===== src/rtl/fetch_stage.sv =====
// -----------------------------------------------------------------------------
// fetch_stage
// Instruction-fetch stage of the in-order pipeline. Owns the PC, drives a
// hold-until-data_ok instruction request, and hands one fetch packet per cycle
// to decode. A single skid entry absorbs the response that lands while decode
// is stalled. Redirects squash the current path, and the response to any
// request that was already on the bus is discarded when it arrives.
// -----------------------------------------------------------------------------
module fetch_stage #(
  parameter logic [63:0] RESET_PC = 64'h8000_0000
) (
  input  logic        clk,
  input  logic        reset,
  // instruction bus
  output logic        ireq_valid,
  output logic [63:0] ireq_addr,
  input  logic        iresp_data_ok,
  input  logic [31:0] iresp_data,
  // pipeline control
  input  logic        stall,
  input  logic        redirect_valid,
  input  logic [63:0] redirect_pc,
  // fetch packet to decode
  output logic        out_valid,
  output logic [31:0] out_raw_instr,
  output logic [63:0] out_pc
);

  // BUSY : a request is on the bus and its response will be kept.
  // FULL : output and skid both hold packets; the bus is idle.
  // FLUSH: a request from a squashed path is on the bus; its response is dropped.
  typedef enum logic [1:0] {
    ST_BUSY  = 2'd0,
    ST_FULL  = 2'd1,
    ST_FLUSH = 2'd2
  } state_e;

  state_e      r_state;
  logic [63:0] r_pc;          // next address to request
  logic [63:0] r_req_addr;    // address of the request on the bus

  // output packet register O
  logic        r_out_valid;
  logic [63:0] r_out_pc;
  logic [31:0] r_out_instr;

  // skid register S; it holds a packet exactly when r_state == ST_FULL
  logic [63:0] r_skid_pc;
  logic [31:0] r_skid_instr;

  logic        w_fire;            // decode consumes O this cycle
  logic        w_out_free;        // O can take a new packet at this edge
  logic        w_take_skid;       // a kept response must park in S
  logic [63:0] w_redirect_target; // redirect address, word aligned
  logic [63:0] w_req_next;        // sequential successor of the bus address

  assign w_fire            = r_out_valid & ~stall;
  assign w_out_free        = ~r_out_valid | w_fire;
  assign w_redirect_target = {redirect_pc[63:2], 2'b00};
  // 64-bit add: the successor of 64'hFFFF_FFFF_FFFF_FFFC wraps to 0
  assign w_req_next        = r_req_addr + 64'd4;
  assign w_take_skid       = (r_state == ST_BUSY) & iresp_data_ok & ~w_out_free
                           & ~redirect_valid;

  // NOTE: reset gates the valids combinationally so that neither the bus nor
  // decode sees a valid during the reset cycle itself; the registers clear at
  // the same edge, so the gating only matters for that one cycle.
  assign ireq_valid    = ~reset & (r_state != ST_FULL);
  assign ireq_addr     = r_req_addr;
  assign out_valid     = r_out_valid & ~reset;
  assign out_pc        = r_out_pc;
  assign out_raw_instr = r_out_instr;

  // Fetch control FSM: PC, bus address and output packet; redirect outranks all.
  // NOTE: every register here is written with <= so all branches see the
  // pre-edge values of r_state, r_pc and the output packet.
  always_ff @(posedge clk) begin
    if (reset) begin
      r_state     <= ST_BUSY;
      r_pc        <= RESET_PC;
      r_req_addr  <= RESET_PC;
      r_out_valid <= 1'b0;
      r_out_pc    <= 64'd0;
      r_out_instr <= 32'd0;
    end else if (redirect_valid) begin
      // The packet in O and anything in S belong to the squashed path.
      r_out_valid <= 1'b0;
      r_pc        <= w_redirect_target;
      case (r_state)
        ST_BUSY: begin
          if (iresp_data_ok) begin
            // response of the old path arrives now: drop it and reissue
            r_req_addr <= w_redirect_target;
          end else begin
            // old request still in flight: wait for it and discard it
            r_state <= ST_FLUSH;
          end
        end
        ST_FLUSH: begin
          if (iresp_data_ok) begin
            r_req_addr <= w_redirect_target;
            r_state    <= ST_BUSY;
          end
        end
        default: begin
          // FULL: bus idle, so the new path can be requested at once
          r_req_addr <= w_redirect_target;
          r_state    <= ST_BUSY;
        end
      endcase
    end else begin
      case (r_state)
        ST_BUSY: begin
          if (iresp_data_ok) begin
            if (w_out_free) begin
              r_out_valid <= 1'b1;
              r_out_pc    <= r_req_addr;
              r_out_instr <= iresp_data;
              r_req_addr  <= w_req_next;
            end else begin
              // O is blocked: response parks in S and the bus goes idle
              r_state <= ST_FULL;
            end
            r_pc <= w_req_next;
          end else if (w_fire) begin
            r_out_valid <= 1'b0;
          end
        end
        ST_FULL: begin
          if (w_fire) begin
            r_out_valid <= 1'b1;
            r_out_pc    <= r_skid_pc;
            r_out_instr <= r_skid_instr;
            r_req_addr  <= r_pc;
            r_state     <= ST_BUSY;
          end
        end
        default: begin
          // FLUSH: O was cleared by the redirect; retire the stale response
          if (w_fire) begin
            r_out_valid <= 1'b0;
          end
          if (iresp_data_ok) begin
            r_req_addr <= r_pc;
            r_state    <= ST_BUSY;
          end
        end
      endcase
    end
  end

  // Skid payload capture when a kept response meets a blocked output packet.
  // NOTE: the skid payload has no reset; its contents are only meaningful in
  // ST_FULL, and that state is reachable only through this load.
  always_ff @(posedge clk) begin
    if (!reset && w_take_skid) begin
      r_skid_pc    <= r_req_addr;
      r_skid_instr <= iresp_data;
    end
  end

endmodule


===== config.mk =====
export PLATFORM = sky130hd
export DESIGN_NAME = fetch_stage
export DESIGN_NICKNAME = d
export VERILOG_FILES = /design/src/rtl/fetch_stage.sv
export SDC_FILE = /design/constraint.sdc
export NUM_CORES = 1
export LEC_CHECK = 0
export BUFFER_PORTS_ARGS = -buffer_cell sky130_fd_sc_hd__buf_2
export CAP_MARGIN = 25
export CORE_ASPECT_RATIO = 1.4
export CORE_MARGIN = 4
export CORE_UTILIZATION = 50
export DETAILED_ROUTE_END_ITERATION = 10
export PLACE_DENSITY = 0.82
export SYNTH_ARGS = -nofsm -noshare
export SYNTH_HDL_FRONTEND = slang
export SYNTH_SLANG_ARGS = --single-unit

===== constraint.sdc =====
create_clock -name clk -period 27.3 [get_ports clk]
set_input_delay 5.46 -clock clk [delete_from_list [all_inputs] [get_ports clk]]
set_output_delay 5.46 -clock clk [all_outputs]
set_load 0.02 [all_outputs]

==> summary.txt, run 1 <==
Timing
  – F_max: 79.5 MHz
  – Fin crit period: 12.58 ns
  – Max-slew headroom: 26.5%
  – Final setup fails: 0
  – Final Skew: 0.0342 ns
  – Final Max Tran Viols: 0
  – Worst Tran Pin Value: 1.09 ns
  – RSZ-0062 raised after global routing: false
  – Fin. Hold Viols: 0
  – Setup WS post-layout: 14.72 ns
  – Final TNS setup: 0 ns
  – Ratio of final minimum period to clock period: 46.1%

Floorplan
  – Die W: 156 microns
  – I/O pin cnt: 263
  – Die Area: 33500 sq um
  – Core area: 30100 sq um
  – Core Rows: 75
  – Initial Util: 50.9%
  – Die height: 215 microns

Place
  – PortBufs: 260
  – Inst Count DP: 2076
  – Dpl ws: 14.74 ns
  – Final GP Congestion: 0.882
  – DP HPWL: 29.7 mm

Routing
  – DR vias: 13700
  – First-pass DRT Iterations: 9
  – Drt drc: 0
  – Vias/cell: 6.36
  – Antenna Nets Post-Route: 0
  – Final wirelength: 45.6 mm
  – DR iter-0 viols: 1744
  – DR WL/cell: 21.2 microns

Synthesis
  – Synth Cell Area: 15300 sq um
  – Post-synthesis cell count: 1574
  – Adder-cell share of the synthesized area: 0.0817%
  – Top FF cell, synth: dfxtp_1
  – Synth async-reset ratio: 0%
  – Seq cells post-synth: 323
  – Synth Area in XOR/XNOR: 2.46%
  – Most numerous cell in the Yosys netlist: dfxtp_1
  – Largest family of logic cells by synthesized area: compound AO/OA/AOI/OAI gates
  – Post-synthesis compound-gate area fraction: 22.6%
  – Syn Nets: 1676
  – Post-Synth Simple-Gate Area: 14.9%
  – Sequential share of the synthesized area: 48.5%
  – Syn avg cell area: 9.73 sq um
  – Commonest cells post-synth: dfxtp_1, nor2_1, clkbuf_1
  – EDFF count, synth: 96
  – Yosys cell types: 76
  – Mux contribution to synthesized area: 6.14%
  – Synth warn: 0
  – Share of the synthesized area in the top cell type: 29.7%
  – Top post-synthesis cells by area: dfxtp_1, edfxtp_1, mux2i_1
  – Synth area leader: dfxtp_1

Power and ir drop
  – Sequential fraction of design power: 46.3%
  – Switching portion of total power: 25.9%
  – Gate power share: 11.6%
  – Int Pwr: 861 uW
  – Final Power: 1.16 mW
  – NetSw: 301 uW
  – LEAKAGE: 6.45 nW
  – Clock power share: 42.1%
  – P per Cell Area: 65.2 nW/um^2
  – Max VDD drop: 0.0460 mV

Clocking
  – Clock sink total: 323
  – Num CTS Buffers: 34
  – Cts hold-fix bufs: 0
  – Post-CTS setup buffer count: 0
  – Root Driver: clkbuf_16
  – TritonCTS clock tree: yes
  – CTS clk-pin slew, worst paths: 0.06 ns
  – Resized Gates After CTS: 0
  – Longest Clk Path Bufs: 3
  – H-tree Lvls: 2
  – Clock Latency Late Sink: 0.54 ns

Setup path
  – Crit path largest cell delay: 0.67 ns
  – CP Capture Type: output pin
  – Critical path's top delay family: buffers and inverters
  – Critical Path AT: 7.12 ns
  – Critical-path maximum fanout: 101
  – Worst endpoint required time: 21.84 ns
  – CP max stage cell: buf_4
  – Startpoint Class: input pin
  – Critical path buffers and inverters: 3
  – Crit path kind: in -> out
  – Worst-path cell chain: buf_6, buf_4, nor2b_1, buf_2

Final layout
  – Fin nets: 1829
  – Layout cells sized above 1: 21.4%
  – Area grow syn2layout: 16.3%
  – Final Instance Count excl. Fillers: 2147
  – Core Util, Final: 59.2%

Global route
  – Global-route wire length before repair: 70.6 mm
  – Pin count of the biggest net entering global routing: 102
  – Initial antenna violation count: 9
  – Gr ovfl total: 0
  – Vias in the first global route: 12900
  – Total GRT Usage: 25.7%

Outcome
  – Status: finished, final reports clean

Flow run
  – Max cap viols: 0

Min path
  – Worst min-delay path class: reg -> reg
-- logic make-up (layout without fill, tap and decap cells) --
logic type | count (synthesis) | count (layout)
multiplexers | 94 | 94
buffers and inverters | 174 | 353
adder cells (fa/ha/maj) | 1 | 1
AND/OR/NAND/NOR | 451 | 451
AO/OA/AOI/OAI | 488 | 488
flip-flops | 323 | 323
XOR/XNOR | 43 | 43
other | 0 | 9
-- area by class of cell --
| cell class | instances | area, sq um |
|---|---|---|
| Timing Repair Buffer | 282 | 1530 |
| Tap cell | 385 | 482 |
| Fill cell | 2517 | 12300 |
| Inverter | 9 | 33.8 |
| Clock buffer | 49 | 968 |
| Clock inverter | 13 | 215 |
| Multi-Input combinational cell | 1077 | 7140 |
| Antenna cell | 9 | 22.5 |
| Sequential cell | 323 | 7430 |
-- sequential cells by signal (all words and copies together) (netlist names) --
| name | flops |
|---|---|
| r_skid_pc | 64 |
| out_pc | 64 |
| out_raw_instr | 32 |
| r_pc | 64 |
| r_skid_instr | 32 |
| r_out_valid | 1 |
| ireq_addr | 64 |
| r_state | 2 |
-- power by group through the flow --
| stage | clock network, mW | logic [mW] | registers, mW |
|---|---|---|---|
| 2_1_floorplan | 0 | 0.0770 | 0.557 |
| 3_3_place_gp | 0 | 0.129 | 0.547 |
| 3_5_place_dp | 0 | 0.133 | 0.548 |
| 4_1_cts | 0.497 | 0.134 | 0.538 |
| 5_1_grt | 0.514 | 0.146 | 0.541 |
| 6_report | 0.489 | 0.135 | 0.538 |
-- placed cells by master (no fill, tap or decap), types with 8 or more instances in the layout --
master / Yosys / layout
nand4_1: 20 / 20
a211oi_1: 99 / 99
nand3_1: 26 / 26
a21oi_1: 73 / 72
nand2b_1: 8 / 8
buf_4: 8 / 19
xnor2_1: 28 / 28
xor2_1: 15 / 15
a31oi_1: 12 / 12
clkbuf_16: 0 / 35
dfxtp_1: 227 / 227
diode_2: 0 / 9
a22o_1: 21 / 21
o21ai_0: 70 / 70
mux2i_1: 94 / 94
and3_1: 12 / 11
a22oi_1: 75 / 75
a21o_1: 14 / 14
edfxtp_1: 96 / 96
nor3_1: 27 / 26
o31a_1: 8 / 8
buf_2: 12 / 259
o31ai_1: 19 / 19
nor2_1: 202 / 200
a222oi_1: 36 / 36
nand2_1: 62 / 62
nor4_1: 32 / 31
inv_1: 9 / 9
and4_1: 12 / 12
clkbuf_1: 117 / 10
-- per-layer routing --
layer / share of wire, % / GRT usage, %
met4: 4.4 / 11.8
met5: 0.057 / 0
met1: 40 / 33.4
met3: 8.8 / 4.45
met2: 47 / 41.6
-- path summary, 6_finish.rpt --
check	slack, ns	cells after the start	to	from
setup / recovery	14.72	4	out_valid	reset
setup reg to reg	23.97	7	ireq_addr[54]$_SDFFE_PP0P_	ireq_addr[2]$_SDFFE_PP0P_
hold / removal	0.49	2	out_pc[62]$_SDFFE_PP0P_	out_pc[62]$_SDFFE_PP0P_
hold reg to reg	0.49	2	out_pc[62]$_SDFFE_PP0P_	out_pc[62]$_SDFFE_PP0P_
-- metrics by stage --
stage | hold WS, ns | area (sq um)
floorplan | 0.460 | 15300
global placement | 0.472 | 16500
detailed placement | 0.488 | 16600
CTS | 0.496 | 17800
global route | 0.509 | 17800
finish | 0.491 | 17800
-- worst register-to-register path, stage by stage, from the launching register on --
cell	delay, ns
dfxtp_1	0.54
ha_1	0.42
inv_1	0.19
nor4_4	0.72
nand4_1	0.47
or4_1	0.60
a21o_1	0.19
a21oi_1	0.12
(Power assumes the default switching activity.)
==> run 2: changes to the inputs <==
==> constraint.sdc (replaced) <==
create_clock -name clk -period 12.5 [get_ports clk]
set_input_delay 2.5 -clock clk [delete_from_list [all_inputs] [get_ports clk]]
set_output_delay 2.5 -clock clk [all_outputs]
set_load 0.02 [all_outputs]
==> run 2 against run 1 <==
Against the previous run: clock-buffer cell count fell by 12; sequential share of layout area grew 0.32 points; first-iteration DRC count is 15% lower; cell area fell by 0.76%; utilization shrank 0.45 points; sequential cell count unchanged; global-route usage hardly changed; critical path depth did not move; combinational power grew 120%; critical path type unchanged; critical endpoint is now ireq_valid; largest cell class unchanged.
==> summary.txt, run 2 (synthesized netlist as in run 1, its figures left out) <==
Routing
  – DR iter-0 viols: 1486 (-15%)
  – Drt drc: 0 (unchanged)
  – First-pass DRT Iterations: 7 (-2)
  – DR WL/cell: 21.3 microns (+0.39%)
  – Final wirelength: 45.6 mm (+0.11%)
  – DR vias: 13600 (-0.23%)
  – Vias/cell: 6.36 (about the same)
  – Antenna Nets Post-Route: 0 (unchanged)

Floorplan
  – Die height: 215 microns (unchanged)
  – Initial Util: 50.9% (unchanged)
  – I/O pin cnt: 263 (unchanged)
  – Core area: 30100 sq um (unchanged)
  – Die Area: 33500 sq um (unchanged)
  – Core Rows: 75 (unchanged)
  – Die W: 156 microns (unchanged)

Timing
  – Hold slack final: 0.495 ns (+0.00411 ns)
  – Worst Tran Pin Value: 1.03 ns (-0.0666 ns)
  – Final Max Tran Viols: 0 (unchanged)
  – Ratio of final minimum period to clock period: 52.7%
  – Max-slew headroom: 30.9% (+4.5 points)
  – Fin crit period: 6.59 ns
  – RSZ-0062 raised after global routing: false
  – Final setup fails: 0 (unchanged)
  – Final Skew: 0.0315 ns (-0.00275 ns)
  – F_max: 152 MHz
  – Final TNS setup: 0 ns (unchanged)
  – Fin. Hold Viols: 0 (unchanged)

Min path
  – Worst min-delay path class: reg -> reg
  – HP Start: out_raw_instr[5]$_SDFFE_PP0P_

Flow run
  – Max cap viols: 0 (unchanged)

Setup path
  – CP startpoint: reset
  – Worst endpoint required time: 10.00 ns (-11.84 ns)
  – Critical-path maximum fanout: 79 (-22%)
  – R2r startpoint: ireq_addr[2]$_SDFFE_PP0P_
  – Crit path kind: in -> out
  – CP Capture Type: output pin
  – Critical Path AT: 4.09 ns (-3.03 ns)
  – Startpoint Class: input pin

Global route
  – Gr ovfl total: 0 (unchanged)
  – Initial antenna violation count: 16 (+7)
  – Pin count of the biggest net entering global routing: 109 (+6.9%)
  – Vias in the first global route: 13200 (+2.1%)
  – Total GRT Usage: 25.7% (about the same)
  – Global-route wire length before repair: 71.1 mm (+0.78%)

Clocking
  – CTS clk-pin slew, worst paths: 0.06 ns (about the same)
  – Clock Latency Late Sink: 0.60 ns (+0.06 ns)
  – Longest Clk Path Bufs: 3 (unchanged)
  – H-tree Lvls: 1 (-1)
  – Num CTS Buffers: 31 (-8.8%)
  – Clock sink total: 323 (unchanged)
  – Post-CTS setup buffer count: 0 (unchanged)
  – Cts hold-fix bufs: 0 (unchanged)
  – Resized Gates After CTS: 0 (unchanged)
  – Root Driver: clkbuf_16
  – TritonCTS clock tree: yes

Place
  – DP HPWL: 28.9 mm (-2.8%)
  – Placed inst area: 16500 sq um (-0.50%)
  – Final GP Congestion: 0.849 (-3.7%)
  – PortBufs: 260 (unchanged)

Final layout
  – Most frequent cells in the layout: buf_2, dfxtp_1, nor2_1, a211oi_1, edfxtp_1
  – Layout cells sized above 1: 21.2% (-0.23 points)
  – Area grow syn2layout: 15.4%
  – Fillers: 2507 (-0.40%)
  – Register Area: 7430 sq um (unchanged)
  – Fin nets: 1822 (-0.38%)
  – Most common cell after layout, fill and taps aside: buf_2
  – Design area: 17700 sq um (-0.76%)
  – Footprint of the multi-input gates: 7150 sq um (+0.12%)
  – Core Util, Final: 58.7% (-0.45 points)

Power and ir drop
  – P per Cell Area: 140 nW/um^2 (+110%)
  – NetSw: 652 uW (+120%)
  – Clock power share: 40.6% (-1.5 points)
  – Sequential fraction of design power: 47.6% (+1.3 points)
  – Int Pwr: 1.82 mW (+110%)
  – Max VDD drop: 0.103 mV (+120%)
  – Switching portion of total power: 26.4% (+0.50 points)
  – LEAKAGE: 6.38 nW (-1.1%)
  – Gate power share: 11.9% (+0.3 points)

Outcome
  – Status: finished, final reports clean
==> run 2: per-stage QoR <==
step           setup slack [ns]  power (mW)  instances
5_1_grt                    5.79        2.56       2138
3_3_place_gp               5.91        1.47       2069
6_report                   5.91        2.47       2141
3_5_place_dp               5.93        1.49       2070
2_1_floorplan              3.34        1.39       1574
4_1_cts                    5.93        2.48       2127
==> run 2: final timing paths <==
path	slack (ns)	to	cells after the start
min reg2reg	0.49	out_raw_instr[5]$_SDFFE_PP0P_	2
max reg2reg	9.28	ireq_addr[54]$_SDFFE_PP0P_	7
min	0.49	out_raw_instr[5]$_SDFFE_PP0P_	2
max	5.91	ireq_valid	4
==> run 2: final cells by class <==
cell class,count,area share (%)
sequential,323,42.0
clock inverter,20,1.51
antenna,12,0.170
inverter,9,0.191
timing repair buffer,278,8.41
multi-input combinational,1077,40.4
tap,385,2.72
clock buffer,37,4.57
==> run 2: per-layer routing <==
layer / routed length, microns / global-route usage, % / up-vias
met2: 21300 / 41.5 / 654
li1: - / - / 6306
met5: 68 / 0 / -
met1: 18000 / 32.6 / 6479
met3: 3660 / 4.23 / 172
met4: 2530 / 14.2 / 10
==> run 2: power groups by stage <==
| stage | logic, mW | clock network, mW | registers, mW |
|---|---|---|---|
| after floorplan | 0.168 | 0 | 1.22 |
| after global placement | 0.280 | 0 | 1.19 |
| after detailed placement | 0.288 | 0 | 1.20 |
| after CTS | 0.290 | 1.02 | 1.17 |
| after global routing | 0.319 | 1.06 | 1.18 |
| final | 0.293 | 1.00 | 1.18 |
==> run 2: critical path, stage by stage <==
cell and delay, ns:
buf_6 0.48, buf_4 0.76, nor2_1 0.10, buf_2 0.19
